==> src/rtl/dm_pkg.sv <==
// Shared definitions for the data-memory access controller: access types,
// FSM encoding and the per-type helpers (beat count, legality, extension).
package dm_pkg;

   localparam logic [2:0] DM_WORD              = 3'b000;
   localparam logic [2:0] DM_HALFWORD          = 3'b001;
   localparam logic [2:0] DM_HALFWORD_UNSIGNED = 3'b010;
   localparam logic [2:0] DM_BYTE              = 3'b011;
   localparam logic [2:0] DM_BYTE_UNSIGNED     = 3'b100;

   typedef enum logic [1:0] {IDLE, XFER, WAIT, RESP} dm_state_t;

   function automatic logic [2:0] dm_beats(input logic [2:0] t);
      case (t)
         DM_WORD:                           dm_beats = 3'd4;
         DM_HALFWORD, DM_HALFWORD_UNSIGNED: dm_beats = 3'd2;
         default:                           dm_beats = 3'd1;
      endcase
   endfunction

   // Unknown type, misalignment, or a store with an unsigned type.
   function automatic logic dm_illegal(input logic [2:0] t, input logic we,
                                       input logic [1:0] a_lo);
      logic half;
      half = (t == DM_HALFWORD) || (t == DM_HALFWORD_UNSIGNED);
      dm_illegal = (t > DM_BYTE_UNSIGNED)
                || ((t == DM_WORD) && (a_lo != 2'b00))
                || (half && a_lo[0])
                || (we && ((t == DM_HALFWORD_UNSIGNED) || (t == DM_BYTE_UNSIGNED)));
   endfunction

   function automatic logic [31:0] dm_extend(input logic [31:0] v, input logic [2:0] t);
      case (t)
         DM_HALFWORD:          dm_extend = {{16{v[15]}}, v[15:0]};
         DM_HALFWORD_UNSIGNED: dm_extend = {16'h0000, v[15:0]};
         DM_BYTE:              dm_extend = {{24{v[7]}}, v[7:0]};
         DM_BYTE_UNSIGNED:     dm_extend = {24'h000000, v[7:0]};
         default:              dm_extend = v;
      endcase
   endfunction

endpackage

==> src/rtl/dm_rr_arb.sv <==
// Two-way round-robin arbiter; the port not granted last wins a tie,
// and port 0 has priority out of reset.
module dm_rr_arb (
   input  logic       clk,
   input  logic       rst,
   input  logic [1:0] req,
   input  logic       accept,
   output logic [1:0] grant
);

   logic last;

   always_comb begin
      grant = 2'b00;
      if (req[0] && (!req[1] || last))
         grant = 2'b01;
      else if (req[1])
         grant = 2'b10;
   end

   always_ff @(posedge clk or posedge rst) begin
      if (rst)
         last <= 1'b1;
      else if (accept && (grant != 2'b00))
         last <= grant[1];
   end

endmodule

==> src/rtl/dm_ctrl.sv <==
// Shares a byte-wide single-port data RAM between two requesters, splitting
// word/halfword accesses into little-endian byte beats and extending loads.
module dm_ctrl
   import dm_pkg::*;
#(
   parameter int ADDR_W = 6
) (
   input  logic              clk,
   input  logic              rst,
   input  logic              m0_req,
   input  logic              m0_we,
   input  logic [ADDR_W-1:0] m0_addr,
   input  logic [31:0]       m0_wdata,
   input  logic [2:0]        m0_type,
   output logic              m0_done,
   output logic              m0_err,
   output logic [31:0]       m0_rdata,
   input  logic              m1_req,
   input  logic              m1_we,
   input  logic [ADDR_W-1:0] m1_addr,
   input  logic [31:0]       m1_wdata,
   input  logic [2:0]        m1_type,
   output logic              m1_done,
   output logic              m1_err,
   output logic [31:0]       m1_rdata,
   output logic              mem_en,
   output logic              mem_we,
   output logic [ADDR_W-1:0] mem_addr,
   output logic [7:0]        mem_wdata,
   input  logic [7:0]        mem_rdata
);

   dm_state_t         state, state_next;
   logic              owner, we_r, err_r;
   logic [ADDR_W-1:0] addr_r;
   logic [31:0]       wdata_r, asm_r, asm_next;
   logic [2:0]        type_r, beats_r, beat;
   logic [1:0]        grant, cap_idx;
   logic              accept, sel, sel_we, sel_bad, last_beat, cap, xfer;
   logic [ADDR_W-1:0] sel_addr;
   logic [31:0]       sel_wdata;
   logic [2:0]        sel_type;

   assign accept    = (state == IDLE) && (m0_req || m1_req);
   assign sel       = grant[1];
   assign sel_we    = sel ? m1_we    : m0_we;
   assign sel_addr  = sel ? m1_addr  : m0_addr;
   assign sel_wdata = sel ? m1_wdata : m0_wdata;
   assign sel_type  = sel ? m1_type  : m0_type;
   assign sel_bad   = dm_illegal(sel_type, sel_we, sel_addr[1:0]);

   dm_rr_arb u_arb (
      .clk    (clk),
      .rst    (rst),
      .req    ({m1_req, m0_req}),
      .accept (accept),
      .grant  (grant)
   );

   assign last_beat = (beat == (beats_r - 3'd1));
   assign xfer      = (state == XFER);

   always_comb begin
      state_next = state;
      case (state)
         IDLE:    if (accept) state_next = sel_bad ? RESP : XFER;
         XFER:    if (last_beat) state_next = we_r ? RESP : WAIT;
         WAIT:    state_next = RESP;
         RESP:    state_next = IDLE;
         default: state_next = IDLE;
      endcase
   end

   // Read data lags its strobe by a cycle, so beat k lands while beat k+1 is issued.
   assign cap     = (xfer && !we_r && (beat != 3'd0)) || (state == WAIT);
   assign cap_idx = 2'(beat - 3'd1);

   always_comb begin
      asm_next = asm_r;
      if (cap)
         asm_next[{cap_idx, 3'b000} +: 8] = mem_rdata;
   end

   always_ff @(posedge clk or posedge rst) begin
      if (rst) begin
         state    <= IDLE;
         owner    <= 1'b0;
         we_r     <= 1'b0;
         err_r    <= 1'b0;
         addr_r   <= '0;
         wdata_r  <= 32'h0;
         type_r   <= 3'b000;
         beats_r  <= 3'd0;
         beat     <= 3'd0;
         asm_r    <= 32'h0;
         m0_rdata <= 32'h0;
         m1_rdata <= 32'h0;
      end else begin
         state <= state_next;
         if (accept) begin
            owner   <= sel;
            we_r    <= sel_we;
            err_r   <= sel_bad;
            addr_r  <= sel_addr;
            wdata_r <= sel_wdata;
            type_r  <= sel_type;
            beats_r <= dm_beats(sel_type);
            beat    <= 3'd0;
            asm_r   <= 32'h0;
         end else begin
            if (xfer)
               beat <= beat + 3'd1;
            asm_r <= asm_next;
            // Loading rdata on the WAIT edge makes it valid alongside done.
            if (state == WAIT) begin
               if (owner)
                  m1_rdata <= dm_extend(asm_next, type_r);
               else
                  m0_rdata <= dm_extend(asm_next, type_r);
            end
         end
      end
   end

   assign mem_en    = xfer;
   assign mem_we    = xfer && we_r;
   assign mem_addr  = xfer ? addr_r + ADDR_W'(beat) : '0;
   assign mem_wdata = xfer ? wdata_r[{beat[1:0], 3'b000} +: 8] : 8'h00;

   assign m0_done = (state == RESP) && !owner;
   assign m1_done = (state == RESP) && owner;
   assign m0_err  = m0_done && err_r;
   assign m1_err  = m1_done && err_r;

endmodule

==> config.mk <==
export PLATFORM = sky130hd
export DESIGN_NAME = dm_ctrl
export DESIGN_NICKNAME = d
export VERILOG_FILES = /design/src/rtl/dm_pkg.sv /design/src/rtl/dm_rr_arb.sv /design/src/rtl/dm_ctrl.sv
export SDC_FILE = /design/constraint.sdc
export NUM_CORES = 1
export LEC_CHECK = 0
export BUFFER_PORTS_ARGS = -buffer_cell sky130_fd_sc_hd__buf_2
export CAP_MARGIN = 20
export CORE_MARGIN = 2
export CORE_UTILIZATION = 55
export CTS_BUF_LIST = sky130_fd_sc_hd__clkbuf_4
export CTS_CLUSTER_SIZE = 12
export DETAILED_ROUTE_END_ITERATION = 8
export GPL_TIMING_DRIVEN = 1
export PLACE_DENSITY_LB_ADDON = 0.2
export SETUP_SLACK_MARGIN = 0.2
export SLEW_MARGIN = 20
export SYNTH_ARGS = -nofsm -noshare
export SYNTH_HDL_FRONTEND = slang
export SYNTH_SLANG_ARGS = --single-unit
==> constraint.sdc <==
create_clock -name clk -period 10 [get_ports clk]
set_clock_uncertainty 0.05 [all_clocks]
set_input_delay 0.5 -clock clk [delete_from_list [all_inputs] [get_ports clk]]
set_output_delay 0.5 -clock clk [all_outputs]
set_load 0.005 [all_outputs]
==> impl_results.rst <==
.. list-table::
   :header-rows: 1

   * - Metric
     - Value
   * - Result of the run
     - finished clean
   * - Design internal power
     - 0.001541 W
   * - Mux contribution to synthesized area
     - 11.30%
   * - Layout cells sized above 1
     - 28.49%
   * - Clock latency reported for the late side of the worst-skew pair
     - 0.55 ns
   * - Net switching power
     - 0.001004 W
   * - Post-CTS clock slew at the launch and capture registers of the worst setup and hold paths
     - 0.11 ns
   * - Setup repair after global routing missed its margin
     - false
   * - Total global routing track utilization
     - 24.01%
   * - Largest voltage drop on the vdd net
     - 0.1119 mV
   * - Post-synth design cell area
     - 7209 um2
   * - Commonest non-fill, non-tap cells in the layout
     - 180 x sky130_fd_sc_hd__buf_2, 148 x sky130_fd_sc_hd__dfrtp_1, 123 x sky130_fd_sc_hd__nor2_1
   * - Share of flip-flops with an asynchronous set or reset
     - 100.0%
   * - CP Max Fanout
     - 15
   * - Number of antenna violations at the first check in global routing
     - 0
   * - Number of setup violations in the final report
     - 0
   * - Vias after detailed routing
     - 5789
   * - Total half-perimeter wirelength after legalization and detailed placement
     - 11.76 mm
   * - Total global routing overflow
     - 0
   * - Comb power frac
     - 44.0%
   * - Residual DRC count
     - 0
   * - ANT nets after route
     - 0
   * - Iter 0 DRT Violations
     - 450
   * - XOR/XNOR share of the synthesized area
     - 1.458%
   * - Synthesized-area fraction occupied by and/or/nand/nor cells
     - 16.50%
   * - Number of hold buffers added after cts
     - 1
   * - I/O pin total
     - 180
   * - Chip Width
     - 118.5 um
   * - Drt via density
     - 5.390
   * - Reg-to-reg endpoint
     - m0_rdata[21]
   * - P_leak
     - 4.189 nW
   * - #FFs+latches synth
     - 149
   * - Reg-to-Reg Start
     - state[1]
   * - Footprint of the flip-flops and latches
     - 3730 um2
   * - Final hold violations
     - 0
   * - Met3 wire length
     - 926 um
   * - First-pass GRT wire length
     - 27.23 mm
   * - Combinational family with the most area after synthesis
     - simple AND/OR/NAND/NOR gates
   * - Ant diodes
     - 0
   * - Post-DR wirelength/cell
     - 15.27 um
   * - Worst setup path class
     - flip-flop to primary output
   * - Post-CTS setup buffer count
     - 0
   * - # port buffers
     - 179
   * - Arrival time of data at the critical path endpoint
     - 2.65 ns
   * - Die outline area
     - 14040 um2
   * - Worst Setup SP
     - beat[1]
   * - Pwr dens
     - 298.8 nW/um2
   * - Tightest Pin Transition
     - 0.8615 ns
   * - Worst min path class
     - primary input to flip-flop
   * - Most common library cell in the layout ignoring fill and taps
     - sky130_fd_sc_hd__buf_2
   * - Synthesized instance count
     - 731
   * - Multi-input logic area
     - 3258 um2
   * - Vias in the first global route
     - 5714
   * - FMAX
     - 0.3129 GHz
   * - Synthesis-to-layout area growth
     - 18.10%
   * - Worst slew margin relative to its limit
     - 42.57%
   * - Main flop type after synthesis
     - sky130_fd_sc_hd__dfrtp_1
   * - Number of instances resized during post-cts repair
     - 0
   * - Switching part of the total
     - 39.45%
   * - Standard cell area after detailed placement
     - 8207 um2
   * - Complex-gate fraction of the synthesized area
     - 12.84%
   * - Buffer depth of the longest clock path
     - 2
   * - Worst R2R Path Depth
     - 8
   * - Number of levels in the clock H-tree
     - 4
   * - Detailed-route wire length on metal 1
     - 7.102 mm
   * - Seq/Total Area, Yosys
     - 51.74%
   * - CP endpoint
     - mem_addr[4]
   * - CTS tree
     - yes
   * - Count of final max-slew check failures
     - 0
   * - Fill cell count
     - 1085
   * - Routability-driven placement congestion ratio
     - 0.8106
   * - Root buffer selected by CTS
     - sky130_fd_sc_hd__clkbuf_4
   * - Number of optimization iterations in the first detailed-route pass
     - 5
   * - Cts bufs inserted
     - 17
   * - Clk sinks
     - 149
   * - Starting Density
     - 56.67%
   * - Top sig layer
     - met4
   * - Die height
     - 118.5 um
   * - Data required, critical path
     - 9.45 ns
   * - Count of flip-flops with a built-in enable after synthesis
     - 0
   * - # Max-Cap Violations
     - 0
   * - Adder-cell share of the synthesized area
     - 2.707%
   * - Routed Wire Length
     - 16.40 mm
   * - Number of placement rows
     - 41
   * - Critical path launch point type
     - flip-flop
   * - Fin crit period
     - 3.196 ns
   * - Internal reg-to-reg setup slack
     - 6.98 ns
   * - Sequential cell fraction of total power
     - 40.6%
   * - Maximum number of pins on one net before global-route repair
     - 100
   * - Nets in the synthesized netlist
     - 842
   * - Mean post-synth cell area
     - 9.862 um2
   * - Count of unique library cells instantiated by Yosys
     - 45
   * - Yosys Warn Count
     - 0
   * - Fin crit share
     - 31.96%
   * - Setup TNS after final layout
     - 0 ns
   * - Met2 layer wire length in the routed design
     - 8.083 mm
   * - Layout Cell Area excl Fill
     - 8514 um2
   * - Number of nets in the final layout
     - 1000
   * - Core region area
     - 12720 um2
   * - Portion of total power attributed to the clock network
     - 15.4%
   * - Crit. End Element
     - primary output
-- Yosys cell counts, types with 2 or more instances --
cell	instances	share of area [%]
sky130_fd_sc_hd__nor2b_1	7	0.61
sky130_fd_sc_hd__clkbuf_1	37	1.9
sky130_fd_sc_hd__and3_1	2	0.17
sky130_fd_sc_hd__xor2_1	3	0.36
sky130_fd_sc_hd__buf_6	2	0.31
sky130_fd_sc_hd__a211oi_1	2	0.21
sky130_fd_sc_hd__nand2_1	66	3.4
sky130_fd_sc_hd__a21boi_0	2	0.21
sky130_fd_sc_hd__o21a_1	7	0.73
sky130_fd_sc_hd__a21oi_1	49	3.4
sky130_fd_sc_hd__ha_1	14	2.4
sky130_fd_sc_hd__buf_2	7	0.49
sky130_fd_sc_hd__mux2_2	11	1.7
sky130_fd_sc_hd__dfrtp_1	148	51
sky130_fd_sc_hd__or2_2	9	0.78
sky130_fd_sc_hd__nor2_1	123	6.4
sky130_fd_sc_hd__nand2b_1	11	0.95
sky130_fd_sc_hd__o21ai_0	49	3.4
sky130_fd_sc_hd__buf_1	3	0.16
sky130_fd_sc_hd__o31ai_1	3	0.31
sky130_fd_sc_hd__mux4_2	8	2.5
sky130_fd_sc_hd__mux2i_1	51	7.1
sky130_fd_sc_hd__a31oi_1	36	3.1
sky130_fd_sc_hd__nor3b_1	2	0.21
sky130_fd_sc_hd__inv_1	11	0.57
sky130_fd_sc_hd__nor3_1	10	0.69
sky130_fd_sc_hd__a21o_1	3	0.31
sky130_fd_sc_hd__nand3_1	8	0.56
sky130_fd_sc_hd__and2_1	22	1.9
sky130_fd_sc_hd__xnor2_1	9	1.1
sky130_fd_sc_hd__nor4b_1	2	0.24
-- critical path: stages, from the launching register on --
cell	delay, ns
sky130_fd_sc_hd__dfrtp_1	0.74
sky130_fd_sc_hd__inv_1	0.19
sky130_fd_sc_hd__fa_1	0.47
sky130_fd_sc_hd__nor2b_1	0.16
sky130_fd_sc_hd__o21ai_0	0.11
sky130_fd_sc_hd__xnor2_1	0.16
sky130_fd_sc_hd__and2_1	0.15
sky130_fd_sc_hd__buf_2	0.12
-- logic make-up (layout without fill, tap and decap cells) --
kind of cell,count (synthesis),in the layout
simple gates,266,266
xor+xnor,12,12
buf+inv,60,231
mux,70,70
fa+ha+maj,15,15
flops,149,149
compound gates,159,159
-- per-stage QoR --
step / total power [W] / utilization, % / hold WS (ns) / std cells / worst slack (ns)
floorplan: 0.001785 / - / 0.3946 / 731 / 5.444
global placement: 0.002120 / 64.44 / 0.4059 / 1040 / 7.004
detailed placement: 0.002171 / 64.51 / 0.4174 / 1041 / 6.997
CTS: 0.002563 / 66.93 / 0.1579 / 1074 / 6.754
global route: 0.002764 / 66.93 / 0.1699 / 1074 / 6.596
finish: 0.002544 / 66.93 / 0.1855 / 1074 / 6.804
-- power groups by stage --
stage               Clock (W)  Combinational [W]  Sequential, W
global placement            0            0.00108        0.00104
floorplan                   0           0.000764        0.00102
finish               0.000393            0.00112        0.00103
global route         0.000429            0.00126        0.00107
detailed placement          0            0.00112        0.00105
CTS                  0.000401            0.00113        0.00103
-- cell type report --
cell class,count,area share (%)
Multi-Input combinational cell,522,38.27
Clock buffer,19,1.675
Tap cell,172,2.528
Sequential cell,149,43.81
Clock inverter,13,1.822
Inverter,11,0.5437
Timing Repair Buffer,188,11.36
-- how the worst min path moves through the flow --
stage	depth (start not counted)	slack [ns]	startpoint	to
floorplan	2	0.39	wdata_r[16]	wdata_r[16]
global placement	2	0.41	wdata_r[17]	wdata_r[17]
detailed placement	2	0.42	wdata_r[23]	wdata_r[23]
CTS	2	0.16	m0_req	u_arb.last
global route	2	0.17	m0_req	u_arb.last
finish	2	0.19	m0_req	u_arb.last
-- metal layers --
metal	global-route usage (%)	vias up
met4	7.664	0
met3	5.502	30
met2	40.21	209
met5	0	-
met1	31.09	2737
li1	-	2813
-- registers in the layout, indices dropped and copies added, names as in the netlist --
signal and cells:
u_arb.last 1, asm_r 32, type_r 3, we_r 1, addr_r 6, err_r 1, m1_rdata 32, state 2
owner 1, beat 3, m0_rdata 32, wdata_r 32, beats_r 3
Power figures use the tool's default switching activity.
